===== src/rtl/sync_fifo_cntrl.sv =====
// Single-clock FIFO: storage array, pointer control, occupancy count and status flags.
// Read port is registered; flags are registered from the next-cycle occupancy.
module sync_fifo_cntrl #(
    parameter int DATA_WIDTH    = 8,
    parameter int DEPTH         = 8,
    parameter int AFULL_THRESH  = 6,
    parameter int AEMPTY_THRESH = 2,
    localparam int ADDR_WIDTH   = $clog2(DEPTH)
) (
    input  logic                  CLK,
    input  logic                  RST,
    input  logic                  W_inc,
    input  logic [DATA_WIDTH-1:0] W_data,
    input  logic                  R_inc,
    input  logic                  clr_err,
    output logic [DATA_WIDTH-1:0] R_data,
    output logic                  R_valid,
    output logic                  full,
    output logic                  empty,
    output logic                  almost_full,
    output logic                  almost_empty,
    output logic [ADDR_WIDTH:0]   count,
    output logic                  overflow,
    output logic                  underflow
);

    localparam int CW = ADDR_WIDTH + 1;
    localparam logic [CW-1:0] DEPTH_C  = CW'(DEPTH);
    localparam logic [CW-1:0] AFULL_C  = CW'(AFULL_THRESH);
    localparam logic [CW-1:0] AEMPTY_C = CW'(AEMPTY_THRESH);
    localparam logic [CW-1:0] ONE_C    = CW'(1);
    localparam logic [ADDR_WIDTH-1:0] PTR_ONE = ADDR_WIDTH'(1);
    localparam logic [ADDR_WIDTH-1:0] PTR_MAX = ADDR_WIDTH'(DEPTH - 1);

    logic [DATA_WIDTH-1:0] mem [DEPTH];

    logic [ADDR_WIDTH-1:0] wptr;
    logic [ADDR_WIDTH-1:0] rptr;
    logic [ADDR_WIDTH-1:0] wptr_nxt;
    logic [ADDR_WIDTH-1:0] rptr_nxt;
    logic [CW-1:0]         count_nxt;
    logic                  rd_en;
    logic                  wr_en;
    logic                  ovf_set;
    logic                  unf_set;

    always_comb begin
        rd_en     = R_inc & ~empty;
        // A write into a full FIFO is only legal when a read frees a slot on the same edge.
        wr_en     = W_inc & (~full | rd_en);
        ovf_set   = W_inc & ~wr_en;
        unf_set   = R_inc & empty;

        wptr_nxt  = wptr;
        rptr_nxt  = rptr;
        count_nxt = count;

        if (wr_en) begin
            wptr_nxt = (wptr == PTR_MAX) ? '0 : wptr + PTR_ONE;
        end
        if (rd_en) begin
            rptr_nxt = (rptr == PTR_MAX) ? '0 : rptr + PTR_ONE;
        end

        case ({wr_en, rd_en})
            2'b10:   count_nxt = count + ONE_C;
            2'b01:   count_nxt = count - ONE_C;
            default: count_nxt = count;
        endcase
    end

    // Storage is deliberately left out of reset; R_data can only expose written words.
    always_ff @(posedge CLK) begin
        if (wr_en) begin
            mem[wptr] <= W_data;
        end
    end

    always_ff @(posedge CLK or posedge RST) begin
        if (RST) begin
            wptr <= '0;
            rptr <= '0;
            count <= '0;
        end else begin
            wptr <= wptr_nxt;
            rptr <= rptr_nxt;
            count <= count_nxt;
        end
    end

    // Read-while-full picks up the pre-edge word, since the write into the same slot is non-blocking.
    always_ff @(posedge CLK or posedge RST) begin
        if (RST) begin
            R_data  <= '0;
            R_valid <= 1'b0;
        end else begin
            R_valid <= rd_en;
            if (rd_en) begin
                R_data <= mem[rptr];
            end
        end
    end

    always_ff @(posedge CLK or posedge RST) begin
        if (RST) begin
            full         <= 1'b0;
            empty        <= 1'b1;
            almost_full  <= 1'b0;
            almost_empty <= 1'b1;
        end else begin
            full         <= (count_nxt == DEPTH_C);
            empty        <= (count_nxt == '0);
            almost_full  <= (count_nxt >= AFULL_C);
            almost_empty <= (count_nxt <= AEMPTY_C);
        end
    end

    // Set has priority over clear so a rejection in the clearing cycle is never lost.
    always_ff @(posedge CLK or posedge RST) begin
        if (RST) begin
            overflow  <= 1'b0;
            underflow <= 1'b0;
        end else begin
            if (ovf_set) begin
                overflow <= 1'b1;
            end else if (clr_err) begin
                overflow <= 1'b0;
            end
            if (unf_set) begin
                underflow <= 1'b1;
            end else if (clr_err) begin
                underflow <= 1'b0;
            end
        end
    end

endmodule


===== config.mk =====
export PLATFORM = sky130hd
export DESIGN_NAME = sync_fifo_cntrl
export DESIGN_NICKNAME = d
export VERILOG_FILES = /design/src/rtl/sync_fifo_cntrl.sv
export SDC_FILE = /design/constraint.sdc
export NUM_CORES = 1
export LEC_CHECK = 0
export ABC_AREA = 1
export ABC_CLOCK_PERIOD_IN_PS = 5570
export CORE_MARGIN = 3
export CORE_UTILIZATION = 50
export CTS_CLUSTER_DIAMETER = 60
export CTS_CLUSTER_SIZE = 20
export DETAILED_ROUTE_END_ITERATION = 10
export GPL_TIMING_DRIVEN = 0
export PLACE_DENSITY = 0.79
export SYNTH_ARGS = -nofsm -noshare
export SYNTH_HDL_FRONTEND = slang
export SYNTH_SLANG_ARGS = --single-unit

===== constraint.sdc =====
create_clock -name CLK -period 5.57 [get_ports CLK]
set_input_delay 1.3925 -clock CLK [delete_from_list [all_inputs] [get_ports CLK]]
set_output_delay 1.3925 -clock CLK [all_outputs]
set_load 0.1 [all_outputs]

==> metrics.cfg, run 1 <==
[yosys]
synth.area.top_cells = sky130_fd_sc_hd__edfxtp_1 (51%), sky130_fd_sc_hd__dfrtp_1 (15%), sky130_fd_sc_hd__inv_1 (5.4%), sky130_fd_sc_hd__nand2_1 (5.4%), sky130_fd_sc_hd__nand3_1 (4.0%)
post_synth_mux_area_share_pct = 0
synth_compound_area_share_pct = 9.754
synth_fa_ha_area_share_pct = 2.330
post_synth_most_frequent_cells = sky130_fd_sc_hd__edfxtp_1 (64), sky130_fd_sc_hd__inv_1 (54), sky130_fd_sc_hd__nand2_1 (54)
number_of_instances_in_the_synthesized_netlist = 332
mappedNetlistArea_sq_um = 3759
asyncSetResetFlopFracSynth_pct = 28.09
yosys_register_bits = 89
net_count_after_synthesis = 352
synth.avg_cell_area_sq_um = 11.32
post-synth-top-count-cell = sky130_fd_sc_hd__edfxtp_1
synth-simple-area-share_pct = 12.25
synth_top_family_by_area = simple AND/OR/NAND/NOR gates
synth_xor_area_share_pct = 0.4660
synthesis.yosys.warnings = 0
synth-edff-count = 64
post_synth_num_cell_types = 25
ys_seq_area_share_pct = 67.84
postSynth.topFlopCell = sky130_fd_sc_hd__edfxtp_1
synth.largest_area_cell = sky130_fd_sc_hd__edfxtp_1
synth_top_area_share_pct = 51.13

[clock_tree]
cts_htree_levels = 3
cts_inserted_buffers = 9
cts_hold_fix_bufs = 0
clkLatencyLatePin_ps = 350
cts.repair.resized = 0
clockRootBuffer = sky130_fd_sc_hd__clkbuf_8
cts-root-to-sink-buffers = 2
clock_sink_count = 89
tritoncts = yes
cts.repair_timing.setup_buffer_count = 0
path_clk_slew_ps = 80

[sta]
hold_viol_final = 0
fmax_mhz = 285.7
finalClockSkew_ps = 12.13
final_min_period_over_clock_period_pct = 62.85
max-slew-margin-rel_pct = 34.41
setup-violations-final = 0
worst_hold_slack_across_all_endpoints_ps = 480.7
slew_violations = 0
grt_setup_unrepaired = false
final.min_clock_period_ps = 3501
worst_slew_pin_slew_ps = 980.8
setup_ws_ps = 2069
final.setup.tns_ps = 0

[routing]
route.detailed.wl_per_inst_microns = 16.29
via_count = 2538
drc = 0
vias_per_cell = 5.343
drtAntennaViolNets = 0
drt-pass1-iter-count = 5
drt_iter0_drc = 287
routed_wirelength_microns = 7737

[floorplan]
boundaryPins = 32
core_area_sq_um = 7057
placement_rows = 30
effective_utilization_at_floorplan_pct = 53.26
dieWidth_microns = 92.70
die_y_microns = 92.70
floorplan.die_area_sq_um = 8593

[final_layout]
syn_to_final_growth_pct = 16.41
drive_above_1_share_pct = 8.971
multi_input_area_sq_um = 932.1
fill_cells = 563
finalInstanceArea_sq_um = 4375
antenna_diodes = 0
final_net_count = 394
seq_area_sq_um = 2550

[setup_path]
critical_path_class = input pin to register
worstPathRequired_ps = 5850
timing.critical_path.fanout_max = 12
critical_path.endpoint_type = register
critical_path_arrival_ps = 3780
worst_setup_path_start_kind = input pin
reg2reg_setup_slack_ps = 3250

[global_routing]
via_count_of_the_first_global_routing_pass = 2541
grt_pass1_wl_microns = 12640
globalRoute.totalOverflow = 0
maximum_number_of_pins_on_one_net_before_global_route_repair = 26
grtUsageTotal_pct = 19.65
antenna_violations_before_repair = 0

[place]
placement.cell_area_sq_um = 4189
weighted_congestion_reported_at_the_end_of_routability_driven_placement = 0.8706
port_buffers = 31
dp_hpwl_microns = 5451
dp_worst_setup_slack_ps = 1710

[run_status]
status = complete, no violations

[worst_hold_path]
hold_path_class = register to register

[job]
drv.max_cap_violation_count = 0

[sequential cells by signal (all words and copies together), names as in the netlist]
| signal | cells |
|---|---|
| R_valid | 1 |
| almost_full | 1 |
| count | 4 |
| mem | 64 |
| rptr | 3 |
| wptr | 3 |
| overflow | 1 |
| empty | 1 |
| R_data | 8 |
| underflow | 1 |
| almost_empty | 1 |
| full | 1 |
[through the flow]
stage	cells	util, %
5_1_grt	475	62.00
3_5_place_dp	459	59.36
4_1_cts	475	62.00
2_1_floorplan	332	-
3_3_place_gp	459	59.36
6_report	475	62.00
[per-layer routing]
metal  wire [microns]  global-route usage, %  vias to the layer above
met2             3807                  33.41                      101
met4               89                  6.349                        0
li1                 -                      -                     1202
met5                0                      0                        -
met3              550                  4.549                        5
met1             3290                  24.99                     1230
[worst max-delay path, stage by stage]
cell and delay [ps]:
sky130_fd_sc_hd__clkdlybuf4s50_1 490, sky130_fd_sc_hd__inv_1 70, sky130_fd_sc_hd__nor2_4 180, sky130_fd_sc_hd__buf_2 300, sky130_fd_sc_hd__ha_1 250, sky130_fd_sc_hd__nand2_1 60
sky130_fd_sc_hd__inv_1 70, sky130_fd_sc_hd__nor2_1 50, sky130_fd_sc_hd__ha_1 170, sky130_fd_sc_hd__a21oi_1 160, sky130_fd_sc_hd__inv_1 60, sky130_fd_sc_hd__nand2_1 60
sky130_fd_sc_hd__nand3_1 70, sky130_fd_sc_hd__nand2_1 150, sky130_fd_sc_hd__nand3_1 110, sky130_fd_sc_hd__a21oi_1 130
[area by class of cell]
cell class | count | share of cell area, %
clock buffers | 14 | 3.975
repair buffers | 31 | 7.092
multi-input cells | 174 | 21.30
flip-flops and latches | 89 | 58.28
clock inverters | 2 | 0.2860
inverters | 56 | 4.861
well taps | 96 | 2.745
plain buffers | 13 | 1.458
[kinds of logic (layout without fill, tap and decap cells)]
family                   after synthesis  in the layout
AO/OA/AOI/OAI                         62             62
adder cells (fa/ha/maj)                7              7
flip-flops                            89             89
buffers and inverters                 69            116
XOR/XNOR                               2              2
AND/OR/NAND/NOR                      103            103
[worst paths after layout]
kind | start | endpoint | cells past startpoint
worst max-delay path | R_inc | full | 16
worst min-delay path | R_data[6] | R_data[6] | 2
worst max register to register | empty | full | 14
worst min register to register | R_data[6] | R_data[6] | 2
max in group asynchronous | RST | wptr[1] | 2
min in group asynchronous | RST | R_data[4] | 2
[placed cells by master, fill, tap and decap left out, drive strengths merged]
master and count:
buf 10, nand3 31, o22ai 1, o21ai 24, ha 7, clkbuf 17, dfrtp 23, clkdlybuf4s50 31
clkinvlp 1, clkinv 2, a21oi 19, or2 1, o211ai 17, inv 55, xnor2 2, nor2 15
nand2 56, edfxtp 64, o21a 1, dfstp 2
Power of run 1 is not shown: default switching activity piles up to over one toggle a cycle in this logic, so the estimate is an artifact.
==> run 2: changes to the inputs <==
--- a/config.mk
+++ b/config.mk
@@ -6,14 +6,14 @@
 export NUM_CORES = 1
 export LEC_CHECK = 0
 export ABC_AREA = 1
-export ABC_CLOCK_PERIOD_IN_PS = 5570
+export ABC_CLOCK_PERIOD_IN_PS = 3020
 export CORE_MARGIN = 3
 export CORE_UTILIZATION = 50
 export CTS_CLUSTER_DIAMETER = 60
 export CTS_CLUSTER_SIZE = 20
 export DETAILED_ROUTE_END_ITERATION = 10
 export GPL_TIMING_DRIVEN = 0
-export PLACE_DENSITY = 0.79
+export PLACE_DENSITY = 0.82
 export SYNTH_ARGS = -nofsm -noshare
 export SYNTH_HDL_FRONTEND = slang
 export SYNTH_SLANG_ARGS = --single-unit
==> constraint.sdc (replaced) <==
create_clock -name CLK -period 3.02 [get_ports CLK]
set_input_delay 0.755 -clock CLK [delete_from_list [all_inputs] [get_ports CLK]]
set_output_delay 0.755 -clock CLK [all_outputs]
set_load 0.1 [all_outputs]
==> run 2 against run 1 <==
- non-clock buffer count unchanged
- sequential cell count unchanged
- routed wire length grew 3.7%
- sequential share of layout area fell by 0.48 points
- count of clock-buffer cells in the layout is 3 lower
- via count rose by 0.43%
- setup slack got worse by 1900 ps
- design area is 0.83% higher
- critical endpoint is now empty
- first-iteration DRC count shrank 14%
==> metrics.cfg, run 2 (synthesis results as in run 1) <==
[worst_hold_path]
whs_endpoint = R_data[4]  ; was R_data[6]
hold_path_depth = 2  ; unchanged
startpoint_of_the_worst_hold_path = R_data[4]  ; was R_data[6]
hold_path_class = register to register  ; unchanged

[routing]
drt_iter0_drc = 246  ; was 287
drtAntennaViolNets = 0  ; unchanged
via_count = 2549  ; was 2,538
drc = 0  ; unchanged
routed_wirelength_microns = 8024  ; was 7737 microns
drt-pass1-iter-count = 5  ; unchanged
vias_per_cell = 5.366  ; was 5.343
route.detailed.wl_per_inst_microns = 16.89  ; was 16.29 microns

[setup_path]
critical-path-max-stage-delay_ps = 1150  ; was 490 ps
rr_worst_depth = 16  ; was 14
critical_path_class = register to output port  ; was input pin to register
critical_path_arrival_ps = 2080  ; was 3780 ps
cell_family_contributing_the_most_delay_on_the_critical_path = buffers and inverters  ; unchanged
crit_chain = clkdlybuf4s50_1  ; was clkdlybuf4s50_1, inv_1, nor2_4, buf_2, ha_1, nand2_1, inv_1, nor2_1, ha_1, a21oi_1, inv_1, nand2_1, nand3_1, nand2_1, nand3_1, a21oi_1
critPathBufInv = 1  ; was 5
critical_path.endpoint_type = output port  ; was register
r2r_end = full  ; unchanged
cpMaxStageDelayCell = sky130_fd_sc_hd__clkdlybuf4s50_1  ; unchanged
timing.critical_path.fanout_max = 3  ; was 12
worst_setup_path_start_kind = register  ; was input pin
reg2reg_setup_slack_ps = 670  ; was 3250 ps
launch_point_of_the_worst_reg_to_reg_path = empty  ; unchanged
worstPathRequired_ps = 2260  ; was 5850 ps

[clock_tree]
cts_inserted_buffers = 9  ; unchanged
clkLatencyLatePin_ps = 350  ; about the same
path_clk_slew_ps = 80  ; about the same
clock_sink_count = 89  ; unchanged
cts_hold_fix_bufs = 0  ; unchanged
cts_htree_levels = 3  ; unchanged
cts-root-to-sink-buffers = 2  ; unchanged
tritoncts = yes  ; unchanged
clockRootBuffer = sky130_fd_sc_hd__clkbuf_8  ; unchanged

[job]
drv.max_cap_violation_count = 0  ; unchanged

[final_layout]
largestRegisters = mem (64), R_data (8), count (4)  ; unchanged
largest_register_ff_count = 64  ; unchanged
most-common-layout-cells = sky130_fd_sc_hd__edfxtp_1 (64), sky130_fd_sc_hd__inv_1 (54), sky130_fd_sc_hd__nand2_1 (54)  ; unchanged
antenna_diodes = 0  ; unchanged
seq_area_sq_um = 2550  ; unchanged
finalInstanceArea_sq_um = 4412  ; was 4375 sq um
final_common_cell = sky130_fd_sc_hd__edfxtp_1  ; unchanged
fill_cells = 565  ; was 563
multi_input_area_sq_um = 932.1  ; unchanged
syn_to_final_growth_pct = 17.38  ; was 16.41%
final_net_count = 394  ; unchanged
drive_above_1_share_pct = 9.499  ; was 8.971%
regMostFlops = mem  ; unchanged

[sta]
grt_setup_unrepaired = false  ; unchanged
finalClockSkew_ps = 8.701  ; was 12.13 ps
final_min_period_over_clock_period_pct = 93.72
worst_slew_pin_slew_ps = 981.0  ; was 980.8 ps
setup_ws_ps = 189.8  ; was 2069 ps
slew_violations = 0  ; unchanged
max-slew-margin-rel_pct = 34.40  ; was 34.41%
fmax_mhz = 353.3
final.min_clock_period_ps = 2830
hold_viol_final = 0  ; unchanged
setup-violations-final = 0  ; unchanged

[place]
dp_hpwl_microns = 5262  ; was 5451 microns
weighted_congestion_reported_at_the_end_of_routability_driven_placement = 0.8009  ; was 0.8706
placement.cell_area_sq_um = 4189  ; unchanged
dp_worst_setup_slack_ps = -210.9  ; was 1710 ps
port_buffers = 31  ; unchanged

[global_routing]
antenna_violations_before_repair = 0  ; unchanged
global_route.peak_usage_layer = met2  ; unchanged
use_met3_pct = 3.899  ; was 4.549%
grtUsageMet2_pct = 35.23  ; was 33.41%
globalRoute.totalOverflow = 0  ; unchanged
grt_pass1_wl_microns = 13020  ; was 12,640 microns
grtUsageTotal_pct = 20.26  ; was 19.65%
maximum_number_of_pins_on_one_net_before_global_route_repair = 26  ; unchanged
globalRouteMet1Util_pct = 24.24  ; was 24.99%
via_count_of_the_first_global_routing_pass = 2632  ; was 2,541

[power]
fin_total_pwr_mw = 5.056
p_sw_mw = 2.329
swShare_pct = 46.06
power_frac_clock_pct = 17.6
p_comb_share_pct = 47.9
p_leak_nw = 1.826
peakVddDrop_v = 0.0004038
pwr_density_cell_nw_per_um2 = 1146
sequential_group_share_of_total_power_pct = 34.5
p_int_mw = 2.727

[floorplan]
dieWidth_microns = 92.70  ; unchanged
floorplan.die_area_sq_um = 8593  ; unchanged
core_area_sq_um = 7057  ; unchanged
placement_rows = 30  ; unchanged
die_y_microns = 92.70  ; unchanged
effective_utilization_at_floorplan_pct = 53.26  ; unchanged
boundaryPins = 32  ; unchanged

[run_status]
status = complete, no violations  ; unchanged

[run 2: cell types whose count changed in the layout (fill, tap and decap cells not counted)]
cell	change
sky130_fd_sc_hd__clkbuf_1	-2
sky130_fd_sc_hd__clkinvlp_4	-1
sky130_fd_sc_hd__clkinv_4	+1
sky130_fd_sc_hd__buf_2	-1
sky130_fd_sc_hd__bufinv_16	+2
sky130_fd_sc_hd__clkinv_2	+1
sky130_fd_sc_hd__buf_4	+1
sky130_fd_sc_hd__clkbuf_16	-1
[run 2: area by class of cell]
class / instances / area share, %
repair buffers: 31 / 7.033
multi-input cells: 174 / 21.13
well taps: 96 / 2.723
clock buffers: 11 / 3.205
inverters: 56 / 4.821
plain buffers: 13 / 1.503
clock inverters: 5 / 1.787
flip-flops and latches: 89 / 57.80
[run 2: timing repair]
item	4_1_cts	5_1_grt
gates resized for setup	0	2
endpoints found under the setup margin	0	4
setup buffers	0	0
[run 2: power groups by stage]
stage	clock network, mW	logic (mW)	registers, mW
after floorplan	0	0.987	2.56
after global placement	0	2.33	1.76
after detailed placement	0	2.41	1.77
after CTS	0.903	2.42	1.74
after global routing	0.961	2.62	1.78
final	0.888	2.42	1.75
[run 2: stage by stage]
step	utilization [%]	instances	setup TNS, ps	hold slack [ps]
2_1_floorplan	-	332	0	548.1
3_5_place_dp	59.36	459	-3846	466.0
6_report	62.52	475	0	485.4
5_1_grt	62.52	475	0	518.1
3_3_place_gp	59.36	459	-430.5	463.4
4_1_cts	62.48	475	0	487.8
[run 2: routing by layer]
metal / vias up / share of wire (%)
li1: 1205 / -
met1: 1234 / 38
met2: 100 / 52
met3: 10 / 8.4
met4: 0 / 1.6
met5: - / 0
[run 2: worst max path at each step]
stage,from,endpoint,slack [ps],depth (start not counted)
floorplan,empty,full,530,16
global placement,R_inc,empty,-140,16
detailed placement,R_inc,full,-210,16
CTS,R_inc,full,160,16
global route,R_inc,full,20,17
finish,empty,empty,190,1
Note: power is estimated with default switching activity, not from simulation.
